--- src/rtl/vc_multi_drop_unit_pkg.sv ---
// Shared definitions for the drop/flush unit family: steering modes and
// the pending-counter width helper.
package vc_multi_drop_unit_pkg;

    // Steering mode of a drop unit in a given cycle
    typedef enum logic {
        DROP_MODE_PASS    = 1'b0,
        DROP_MODE_DISCARD = 1'b1
    } drop_mode_e;

    // Bits needed to hold a count from 0 to max_drops inclusive
    function automatic int drop_cnt_nbits(input int max_drops);
        return (max_drops < 1) ? 1 : $clog2(max_drops + 1);
    endfunction

endpackage

--- src/rtl/vc_multi_drop_unit_if.sv ---
// Val/rdy stream pair seen by a drop unit: the input stream it may discard
// from and the output stream it forwards to.
interface vc_multi_drop_unit_if #(
    parameter int p_msg_nbits = 1
);
    logic [p_msg_nbits-1:0] in_msg;
    logic                   in_val;
    logic                   in_rdy;
    logic [p_msg_nbits-1:0] out_msg;
    logic                   out_val;
    logic                   out_rdy;

    // Environment side: produces the input stream, consumes the output stream
    modport master (
        output in_msg, in_val, out_rdy,
        input  in_rdy, out_msg, out_val
    );

    // Drop unit side
    modport slave (
        input  in_msg, in_val, out_rdy,
        output in_rdy, out_msg, out_val
    );
endinterface

--- src/rtl/vc_multi_drop_unit_sat_counter.sv ---
// Saturating up/down counter holding the number of outstanding drops.
// clear has priority; an increment that would pass p_max holds at p_max and
// raises sat for that cycle.
module vc_multi_drop_unit_sat_counter
    import vc_multi_drop_unit_pkg::*;
#(
    parameter int p_max   = 4,
    parameter int p_nbits = drop_cnt_nbits(p_max)
) (
    input  logic               clk,
    input  logic               reset,
    input  logic               inc,
    input  logic               dec,
    input  logic               clear,
    output logic [p_nbits-1:0] count,
    output logic               sat
);
    localparam logic [p_nbits:0] max_w = (p_nbits+1)'(p_max);

    logic [p_nbits-1:0] count_reg;
    logic [p_nbits-1:0] count_next;
    logic [p_nbits:0]   sum_wide;
    logic               underflow;

    // Next count: clear, saturate on overshoot, hold on (unexpected) underflow
    always_comb begin
        sum_wide   = {1'b0, count_reg} + (p_nbits+1)'(inc) - (p_nbits+1)'(dec);
        underflow  = dec && !inc && (count_reg == '0);
        sat        = !clear && !underflow && (sum_wide > max_w);
        count_next = sum_wide[p_nbits-1:0];
        if (clear) begin
            count_next = '0;
        end else if (underflow) begin
            count_next = count_reg;
        end else if (sat) begin
            count_next = max_w[p_nbits-1:0];
        end
    end

    // Count register, emptied by reset
    always_ff @(posedge clk or negedge reset) begin
        if (!reset) begin
            count_reg <= '0;
        end else begin
            count_reg <= count_next;
        end
    end

    assign count = count_reg;
endmodule

--- src/rtl/vc_multi_drop_unit.sv ---
// Multi-drop unit: discards the next N packets of a val/rdy stream after N
// drop requests. Purely combinational steering around a saturating pending
// counter plus a sticky overflow flag; no data storage, no added latency.
module vc_multi_drop_unit
    import vc_multi_drop_unit_pkg::*;
#(
    parameter  int p_msg_nbits = 1,
    parameter  int p_max_drops = 4,
    localparam int p_cnt_nbits = drop_cnt_nbits(p_max_drops)
) (
    input  logic                   clk,
    input  logic                   reset,
    input  logic                   domain,
    input  logic                   drop,
    input  logic                   flush,
    vc_multi_drop_unit_if.slave    io,
    output logic [p_cnt_nbits-1:0] pending,
    output logic                   dropped,
    output logic                   overflow
);
    logic [p_cnt_nbits:0] eff;
    drop_mode_e           mode;
    logic                 cnt_sat;
    logic                 overflow_reg;
    logic                 domain_unused;

    // The security domain is a static label per instance; no logic depends on it
    assign domain_unused = domain;

    // Effective outstanding drops this cycle; a same-cycle drop applies at
    // once, flush cancels everything including a same-cycle drop. While reset
    // is held the unit is forced transparent.
    always_comb begin
        eff  = flush ? '0 : ({1'b0, pending} + (p_cnt_nbits+1)'(drop));
        mode = (reset && (eff != '0)) ? DROP_MODE_DISCARD : DROP_MODE_PASS;
    end

    // Steering: discard swallows the packet, pass is a straight wire
    always_comb begin
        dropped    = (mode == DROP_MODE_DISCARD) && io.in_val;
        io.out_val = (mode == DROP_MODE_PASS) && io.in_val;
        io.in_rdy  = (mode == DROP_MODE_DISCARD) || io.out_rdy;
    end

    for (genvar gi = 0; gi < p_msg_nbits; gi++) begin : g_msg
        assign io.out_msg[gi] = io.in_msg[gi];
    end

    vc_multi_drop_unit_sat_counter #(
        .p_max   (p_max_drops),
        .p_nbits (p_cnt_nbits)
    ) u_pending (
        .clk   (clk),
        .reset (reset),
        .inc   (drop && !flush),
        .dec   (dropped),
        .clear (flush),
        .count (pending),
        .sat   (cnt_sat)
    );

    // Sticky overflow: set when a drop request is lost to saturation
    always_ff @(posedge clk or negedge reset) begin
        if (!reset) begin
            overflow_reg <= 1'b0;
        end else if (cnt_sat) begin
            overflow_reg <= 1'b1;
        end
    end

    assign overflow = overflow_reg;
endmodule

--- src/flat_wrapper.sv ---
// flat-port wrapper written by rule: the top's interface ports become plain ports
module vc_multi_drop_unit_flat import vc_multi_drop_unit_pkg::*;
#(
    parameter  int p_msg_nbits = 1,
    parameter  int p_max_drops = 4,
    localparam int p_cnt_nbits = drop_cnt_nbits(p_max_drops)
)
  (clk, reset, domain, drop, flush, pending, dropped, overflow, io_in_msg, io_in_val, io_out_rdy, io_in_rdy, io_out_msg, io_out_val);
  vc_multi_drop_unit_if #(.p_msg_nbits(p_msg_nbits)) io_i ();
  input  logic clk;
  input  logic reset;
  input  logic domain;
  input  logic drop;
  input  logic flush;
  output logic [p_cnt_nbits-1:0] pending;
  output logic dropped;
  output logic overflow;
  input wire logic [$bits(io_i.in_msg)-1:0] io_in_msg;
  input wire logic [$bits(io_i.in_val)-1:0] io_in_val;
  input wire logic [$bits(io_i.out_rdy)-1:0] io_out_rdy;
  output wire logic [$bits(io_i.in_rdy)-1:0] io_in_rdy;
  output wire logic [$bits(io_i.out_msg)-1:0] io_out_msg;
  output wire logic [$bits(io_i.out_val)-1:0] io_out_val;
  assign io_i.in_msg = io_in_msg;
  assign io_i.in_val = io_in_val;
  assign io_i.out_rdy = io_out_rdy;
  assign io_in_rdy = io_i.in_rdy;
  assign io_out_msg = io_i.out_msg;
  assign io_out_val = io_i.out_val;
  vc_multi_drop_unit #(.p_msg_nbits(p_msg_nbits), .p_max_drops(p_max_drops)) u_core (.clk(clk), .reset(reset), .domain(domain), .drop(drop), .flush(flush), .io(io_i), .pending(pending), .dropped(dropped), .overflow(overflow));
endmodule
--- config.mk ---
export PLATFORM = sky130hd
export DESIGN_NAME = vc_multi_drop_unit_flat
export DESIGN_NICKNAME = d
export VERILOG_FILES = /design/src/rtl/vc_multi_drop_unit_pkg.sv /design/src/rtl/vc_multi_drop_unit_if.sv /design/src/rtl/vc_multi_drop_unit_sat_counter.sv /design/src/rtl/vc_multi_drop_unit.sv /design/src/flat_wrapper.sv
export SDC_FILE = /design/constraint.sdc
export NUM_CORES = 1
export LEC_CHECK = 0
export CAP_MARGIN = 25
export CORE_AREA = 2 2 39 41
export CTS_CLUSTER_SIZE = 14
export DETAILED_ROUTE_END_ITERATION = 7
export DIE_AREA = 0 0 41 43
export MAX_ROUTING_LAYER = met4
export PLACE_DENSITY = 0.66
export SKIP_LAST_GASP = 1
export SLEW_MARGIN = 0
export SYNTH_ARGS = -nofsm -noshare
export SYNTH_HDL_FRONTEND = slang
export SYNTH_SLANG_ARGS = --single-unit
--- constraint.sdc ---
create_clock -name clk -period 7.6 [get_ports clk]
set_input_delay 1.14 -clock clk [delete_from_list [all_inputs] [get_ports clk]]
set_output_delay 1.14 -clock clk [all_outputs]
set_load 0.01 [all_outputs]
# Yosys cells after proc, flatten, opt, wreduce, memory -nomap -nowiden
# Index checks and enable logic that the tools add are counted.
[word_totals] reg_bits=4 inputBits=8 output_inout_bits=8 elab_cells=27
[op_classes] n_addsub=3 n_lt_le_gt_ge=1 eq_ne=1 muxes=5 bitwise_logic=1 reduce_logical=14
[op_table] op="$mux 3" count=3
[op_table] op="$add 3x1->4" count=2
[op_table] op="$logic_and 1x1->1" count=8
[op_table] op="$gt 4x3->1 const B" count=1
[op_table] op="$mux 4" count=1
[op_table] op="$reduce_bool 4->1" count=1
[op_table] op="$sub 4x1->4" count=1
[op_table] op="$logic_not 1->1" count=3
[op_table] op="$logic_not 3->1" count=1
[op_table] op="$ne 2x2->1 const B" count=1
[op_table] op="$logic_or 1x1->1" count=1
[op_table] op="$mux 1" count=1
[op_table] op="$not 1->1" count=1

# Logic depth before layout (Yosys ltp)
# Gate-level depths: netlist (run 1).
[logic_depth] word_depth=14 mapped_depth=14 mapped_depth_nobuf=14

# Cells and area by module
# Synthesis (run 1) repeated with hierarchy kept, for this count alone.
[unflattened] hier_cells=47 hier_area_um2=432.9
[by_module_without_submodules] module="vc_multi_drop_unit_sat_counter" n_inst=1 cells_per_inst=29 area_per_inst_um2=279.0 seq_area_each_um2=75.1
[by_module_without_submodules] module="vc_multi_drop_unit" n_inst=1 cells_per_inst=18 area_per_inst_um2=153.9 seq_area_each_um2=25.0

# Least setup slack after synthesis (run 1)
# OpenSTA, ideal clock, no wires.
[synth_path] path_kind="input-to-reg" from="in drop" to="reg u_core.u_pending.count_reg[0], in the netlist u_core.u_pending.count[0]" setup_ns=0.119 arrival_ns=3.735 path_slack_ns=3.746 stages=13 path_buffers=0 path_cell_list="ha_1 ha_1 a2111oi_0 nor3b_1 and2_1 ha_1 inv_1 ha_1 fa_1 o22ai_1 o32ai_1 nor3_2 and2_1"
[synth_between] elab_chain_cells=14 elab_cells_between_ends=20
[synth_rtl] element="from (decl)" line="flat_wrapper.sv:13" text="input logic drop;"
[synth_rtl] element="$add 3x1->4 (*)" line="vc_multi_drop_unit.sv:34" text="eff = flush ? '0 : ({1'b0, pending} + (p_cnt_nbits+1)'(drop));"
[synth_rtl] element="$mux 4 (*)" line="vc_multi_drop_unit.sv:34"
[synth_rtl] element="$reduce_bool 4->1 (*)" line="vc_multi_drop_unit.sv:35" text="mode = (reset && (eff != '0)) ? DROP_MODE_DISCARD : DROP_MODE_PASS;"
[synth_rtl] element="$logic_and 1x1->1 (*)" line="vc_multi_drop_unit.sv:35"
[synth_rtl] element="$mux 1 (*)" line="vc_multi_drop_unit.sv:35"
[synth_rtl] element="$logic_and 1x1->1 (*)" line="vc_multi_drop_unit.sv:40" text="dropped = (mode == DROP_MODE_DISCARD) && io.in_val;"
[synth_rtl] element="named net dropped" line="flat_wrapper.sv:16" text="output logic dropped;"
[synth_rtl] element="parallel branches: the longest is 8 deep, another holds $sub 4x1->4"
[synth_rtl] element="to (signal assigned)" line="vc_multi_drop_unit_sat_counter.sv:45" text="count_reg <= count_next;"
[synth_rtl] element="to (decl)" line="vc_multi_drop_unit_sat_counter.sv:20" text="logic [p_nbits-1:0] count_reg;"
# Mark *: on every way through the listed nets, which the timed path passes. The select of a mux whose other input is x is not followed.
# A chain may end at the register's enable or synchronous reset.

# Final worst setup path (run 1)
[layout_path] from="in drop" to="out io_in_rdy"
[layout_between] elab_chain_cells=6
[layout_rtl] element="$add 3x1->4" line="vc_multi_drop_unit.sv:34"
[layout_rtl] element="$mux 4" line="vc_multi_drop_unit.sv:34"
[layout_rtl] element="$reduce_bool 4->1" line="vc_multi_drop_unit.sv:35"
[layout_rtl] element="$logic_and 1x1->1" line="vc_multi_drop_unit.sv:35"
[layout_rtl] element="$mux 1" line="vc_multi_drop_unit.sv:35"
[layout_rtl] element="$logic_or 1x1->1" line="vc_multi_drop_unit.sv:42" text="io.in_rdy = (mode == DROP_MODE_DISCARD) || io.out_rdy;"
[layout_rtl] element="to (decl)" line="flat_wrapper.sv:21" text="output wire logic [$bits(io_i.in_rdy)-1:0] io_in_rdy;"
# No other way between the ends.

==> results of run 1 <==
report_power, final:
group          internal, uW  total, uW  leakage [uW]  switching (uW)
clock                  17.6       25.4     0.0000138            7.79
combinational          47.5       93.1      0.000192            45.6
sequential             26.2       34.8     0.0000490            8.65
cells in the final DEF, fill, tap and decap left out, types with 2 or more instances in the layout:
| master | netlist | final |
|---|---|---|
| clkdlybuf4s50_1 | 0 | 12 |
| ha_1 | 7 | 7 |
| inv_1 | 5 | 5 |
| and2_1 | 4 | 4 |
| dfrtp_1 | 4 | 4 |
| clkbuf_4 | 0 | 3 |
| nor2b_1 | 2 | 2 |
| a211oi_1 | 2 | 2 |
| nor2_1 | 2 | 2 |
| xnor2_1 | 2 | 2 |
stage by stage:
stage / power (uW) / cells / area [sq um] / hold WS [ps] / util, %
detailed placement: 127 / 70 / 551 / 480 / 39.8
CTS: 155 / 73 / 573 / 492 / 41.4
finish: 153 / 73 / 573 / 500 / 41.4
global placement: 125 / 70 / 551 / 458 / 39.8
global route: 170 / 73 / 573 / 505 / 41.4
floorplan: 100 / 44 / 423 / 513 / -
metal layers:
layer | global-route usage, % | vias up | part of all wire, %
met5 | - | - | 0
met4 | 6.00 | 0 | 0
met3 | 3.14 | 0 | 2.8
met2 | 19.7 | 10 | 51
met1 | 12.9 | 157 | 46
li1 | - | 185 | -
layout make-up:
type,instances,area share [%]
Tap cell,16,3.49
Multi-Input combinational cell,33,50.9
Clock buffer,3,3.93
Inverter,5,3.28
Sequential cell,4,17.5
Timing Repair Buffer,12,21.0
worst max-delay path, cell delays in order:
cell and delay [ps]:
clkdlybuf4s50_1 450, ha_1 250, ha_1 210, xor2_1 160, a2111oi_0 310, nor3b_1 130, or2_2 290, clkdlybuf4s50_1 480
final timing paths:
check                                          start                        end  slack (ps)  cells past startpoint
setup / recovery                                drop                  io_in_rdy        3040                      8
hold / removal                       u_core.overflow            u_core.overflow         500                      1
setup reg to reg           u_core.u_pending.count[0]  u_core.u_pending.count[0]        4280                     14
hold reg to reg                      u_core.overflow            u_core.overflow         500                      1
max in group asynchronous                      reset  u_core.u_pending.count[1]        6240                      1
min in group asynchronous                      reset            u_core.overflow        1150                      1
kinds of logic (layout without fill, tap and decap cells):
family / count (synthesis) / in the layout / share of synthesized area, %
AO/OA/AOI/OAI: 9 / 9 / 17.8
flip-flops: 4 / 4 / 23.7
XOR/XNOR: 3 / 3 / 6.21
buffers and inverters: 7 / 20 / 7.40
AND/OR/NAND/NOR: 13 / 13 / 19.5
adder cells (fa/ha/maj): 8 / 8 / 25.4
==> impl_results.md, run 1 <==
* Number of global-route vias before repair at 369
* Area leader, netlist: dfrtp_1
* Largest net degree at the start of global routing at 8
* 1st-pass router iterations at 4
* Max_cap viols at 0
* Fin nets at 75
* Pre-CTS WS at 3020 ps
* P per Cell Area at 268 nW/um^2
* Final wirelength at 906 microns
* Initial core utilization at 30.6%
* Number of routed nets with antenna violations at 0
* Syn Nets at 60
* Clock sink total at 4
* Unrepaired setup endpoints after global routing: no
* Area of the multi-input gates at 292 sq um
* Initial DRC count at 7
* Most numerous cell in the Yosys netlist: ha_1
* Fill cells at 144
* Worst Hold Class: reg2reg
* Final setup margin at 3040 ps
* Root buffer cell: clkbuf_4
* CP startpoint kind: input pin
* Status: completed
* Setup TNS Final at 0 ps
* Post-synth EDFFs at 0
* All-Layer GR Usage at 12.1%
* Worst-Margin Slew at 478 ps
* DP HPWL at 710 microns
* Hold-fix buffers at CTS at 0
* Remaining Overflow, GRT at 0
* # setup viols final at 0
* TritonCTS clock tree: built
* Setup CP Type: in2out
* Reg area at 100 sq um
* Clk slew on worst S/H paths at 40 ps
* Htree depth at 1
* Die ar. at 1760 sq um
* Final-report hold violation count at 0
* Via count at 352
* # diodes at 0
* Rows at 14
* Largest register FFs at 3
* Placeable Area at 1380 sq um
* Share of post-route cells with drive strength above 1 at 8.77%
* Post-CTS sizing at 0
* Final GP Congestion at 0.758
* Tcrit/Tclk final at 60.0%
* Register area share after synthesis at 23.7%
* Port buffer count at 12
* Wire length per cell at 12.4 microns
* Ports at 16
* Worst Clk Skew at 3.70 ps
* Leak pwr at 0.000255 uW
* Die width at 41 microns
* Count of cell types in the netlist at 24
* Top post-synthesis cells by area: dfrtp_1 24%, ha_1 21%, and2_1 5.9%
* Yosys warns at 0
* Synth Register Bits at 4
* Async SR Flop Fraction at 100%
* Most common flop cell mapped by yosys: dfrtp_1
* F_max at 219 MHz
* P&R area growth vs syn at 35.5%
* Clk Latency, worst-skew pair at 230 ps
* Max VDD drop at 0.0000964 V
* Slew Viols, Final at 0
* Top-area cell type share of the netlist area at 23.7%
* Initial antenna violation count at 0
* Crit. End Element: output port
* Synthesized area per cell at 9.61 sq um
* Cells after Synth at 44
* Tmin final at 4560 ps
* Arrival time worst endpoint at 3420 ps
* CP Max Fanout at 3
* DR DRC count at 0
* Clk buf depth at 2
* Worst path required time at 6460 ps
* Top cells by count, synth: 7 x ha_1, 5 x inv_1, 4 x and2_1, 4 x dfrtp_1
* Global-route wire length before repair at 1440 microns
* Post-CTS Setup Inserts at 0
* Die height at 43 microns
* Synth Cell Area at 423 sq um
* Relative slew slack at 68.0%
* Via/cell ratio at 4.82
* Clock buffer count from CTS at 3
(Power assumes the default switching activity.)
==> run 2: changes to the inputs <==
Settings changed: PLACE_DENSITY 0.66 to 0.68.
Clock period 7.6 ns to 4 ns, I/O delays scaled along.
==> run 2 against run 1 <==
- highest routed layer unchanged
- critical path type is now in2reg
- clock skew fell by 0.56 ps
- largest power group unchanged
- first-iteration DRC count rose to 3.3 times the previous value
- global-route usage fell by 1.1 points
- combinational power rose by 87%
- critical path depth rose by 6
==> impl_results.md, run 2 (synthesized netlist as in run 1, its figures left out) <==
* Status: completed
* Ports at 16 (unchanged)
* Switching power at 114 uW (+84%)
* Die ar. at 1760 sq um (unchanged)
* DP HPWL at 705 microns (-0.65%)
* Final core occ at 41.4% (unchanged)
* Wire length per cell at 11.5 microns (-7.2%)
* Largest register FFs at 3 (unchanged)
* Arrival time worst endpoint at 3840 ps (+420 ps)
* Htree depth at 1 (unchanged)
* Remaining Overflow, GRT at 0 (unchanged)
* # setup viols final at 0 (unchanged)
* Die width at 41 microns (unchanged)
* Worst Hold Class: reg2reg
* Share of post-route cells with drive strength above 1 at 8.77% (unchanged)
* Clock sink total at 4 (unchanged)
* Port buffer count at 12 (unchanged)
* Unrepaired setup endpoints after global routing: no
* Worst path required time at 4110 ps (-2350 ps)
* Worst Clk Skew at 3.14 ps (-0.565 ps)
* Leak pwr at 0.000255 uW (unchanged)
* DR WL met3 at 38 microns (+52%)
* TritonCTS clock tree: built
* Die height at 43 microns (unchanged)
* Placeable Area at 1380 sq um (unchanged)
* Final GP Congestion at 0.718 (-5.3%)
* Seq pwr share at 22.9% (+0.2 points)
* Comb pwr share at 60.5% (-0.2 points)
* P_int at 174 uW (+91%)
* Crit. End Element: flop
* Post-CTS Setup Inserts at 0 (unchanged)
* Final wirelength at 841 microns (-7.2%)
* Via/cell ratio at 5.10 (+5.7%)
* CP max stage delay at 520 ps (+40 ps)
* Most frequent cells in the layout: 12 x clkdlybuf4s50_1, 7 x ha_1, 5 x inv_1
* Rows at 14 (unchanged)
* Clock buffer count from CTS at 3 (unchanged)
* Clk slew on worst S/H paths at 30 ps (about the same)
* Hold-fix buffers at CTS at 0 (unchanged)
* Clk buf depth at 2 (unchanged)
* Initial core utilization at 30.6% (unchanged)
* Clk Latency, worst-skew pair at 230 ps (about the same)
* CP Max Fanout at 3 (unchanged)
* Tcrit/Tclk final at 93.2%
* Fin nets at 75 (unchanged)
* Setup TNS Final at 0 ps (unchanged)
* Worst-Margin Slew at 405 ps (-72.5 ps)
* DR DRC count at 0 (unchanged)
* Initial antenna violation count at 0 (unchanged)
* Overall power at 288 uW (+88%)
* Global-route wire length before repair at 1300 microns (-9.6%)
* Most used cell, CP: ha_1
* Largest net degree at the start of global routing at 8 (unchanged)
* Clock network power share at 16.5% (about the same)
* CP max-delay cell: fa_1
* 1st-pass router iterations at 4 (unchanged)
* Tmin final at 3730 ps
* Relative slew slack at 72.8% (+4.9 points)
* Number of routed nets with antenna violations at 0 (unchanged)
* Slew Viols, Final at 0 (unchanged)
* F_max at 268 MHz
* Setup CP Type: in2reg
* P&R area growth vs syn at 35.5% (unchanged)
* All-Layer GR Usage at 11.0% (-1.1 points)
* Sw Ratio at 39.6% (-0.87 points)
* CP Cell Sequence: clkdlybuf4s50_1, ha_1, ha_1, a2111oi_0, nor3b_1, and2_1, ha_1, inv_1, ha_1, fa_1, o22ai_1, o32ai_1, nor3_2, and2_1
* Via count at 372 (+5.7%)
* Max VDD drop at 0.000138 V (+43%)
* CP startpoint kind: input pin
* WL met1 at 364 microns (-13%)
* Worst hold slack at 516 ps (+16.1 ps)
* Max_cap viols at 0 (unchanged)
* Most common cell after layout, fill and taps aside: clkdlybuf4s50_1
* Initial DRC count at 23 (+16)
* # diodes at 0 (unchanged)
* Metal2 WL at 438 microns (-5.2%)
* Root buffer cell: clkbuf_4
* Highest routed layer: met3
* Reg2reg setup slack at 740 ps (-3540 ps)
* Fill cells at 139 (-3.5%)
* P per Cell Area at 503 nW/um^2 (+88%)
* Post-CTS sizing at 0 (unchanged)
* Final-report hold violation count at 0 (unchanged)
* Number of global-route vias before repair at 355 (-3.8%)
[run 2: cell counts in the layout (fill, tap and decap cells not counted)]
Identical to the previous run, type by type.
[run 2: final timing paths]
path | depth (start not counted) | from | to
max in group asynchronous | 1 | reset | u_core.overflow
min in group asynchronous | 1 | reset | u_core.u_pending.count[1]
setup reg to reg | 13 | u_core.u_pending.count[0] | u_core.u_pending.count[0]
setup / recovery | 14 | drop | u_core.u_pending.count[0]
hold / removal | 1 | u_core.overflow | u_core.overflow
hold reg to reg | 1 | u_core.overflow | u_core.overflow
[run 2: metal layers]
metal,vias up,track usage (%)
li1,185,-
met4,0,6.00
met2,14,19.7
met5,-,-
met1,173,10.0
met3,0,2.09
[run 2: cell type report]
cell class                      count  area (sq um)  share of cell area, %
Multi-Input combinational cell     33           292                   50.9
Timing Repair Buffer               12           120                   21.0
Sequential cell                     4           100                   17.5
Clock buffer                        3          22.5                   3.93
Tap cell                           16          20.0                   3.49
Inverter                            5          18.8                   3.28
[run 2: power groups by stage]
stage	clock network [uW]	logic, uW	registers (uW)
final	47.7	174	66.1
after global routing	53.3	193	67.8
after CTS	49.0	175	66.5
after detailed placement	0	173	67.0
after global placement	0	170	66.8
after floorplan	0	128	62.2
[run 2: per-stage QoR]
stage / instances / cell area [sq um] / setup slack [ps]
2_1_floorplan: 44 / 423 / 686
3_3_place_gp: 70 / 551 / 61.2
3_5_place_dp: 70 / 551 / 56.7
4_1_cts: 73 / 573 / 272
5_1_grt: 73 / 573 / 83.3
6_report: 73 / 573 / 273
[run 2: critical path, delay by kind of cell]
kind | cells | cell delay, ps
adders and majority gates | 5 | 1530
AOI/OAI and AO/OA | 3 | 680
and+or+nand+nor | 4 | 560
buffers and inverters | 2 | 490
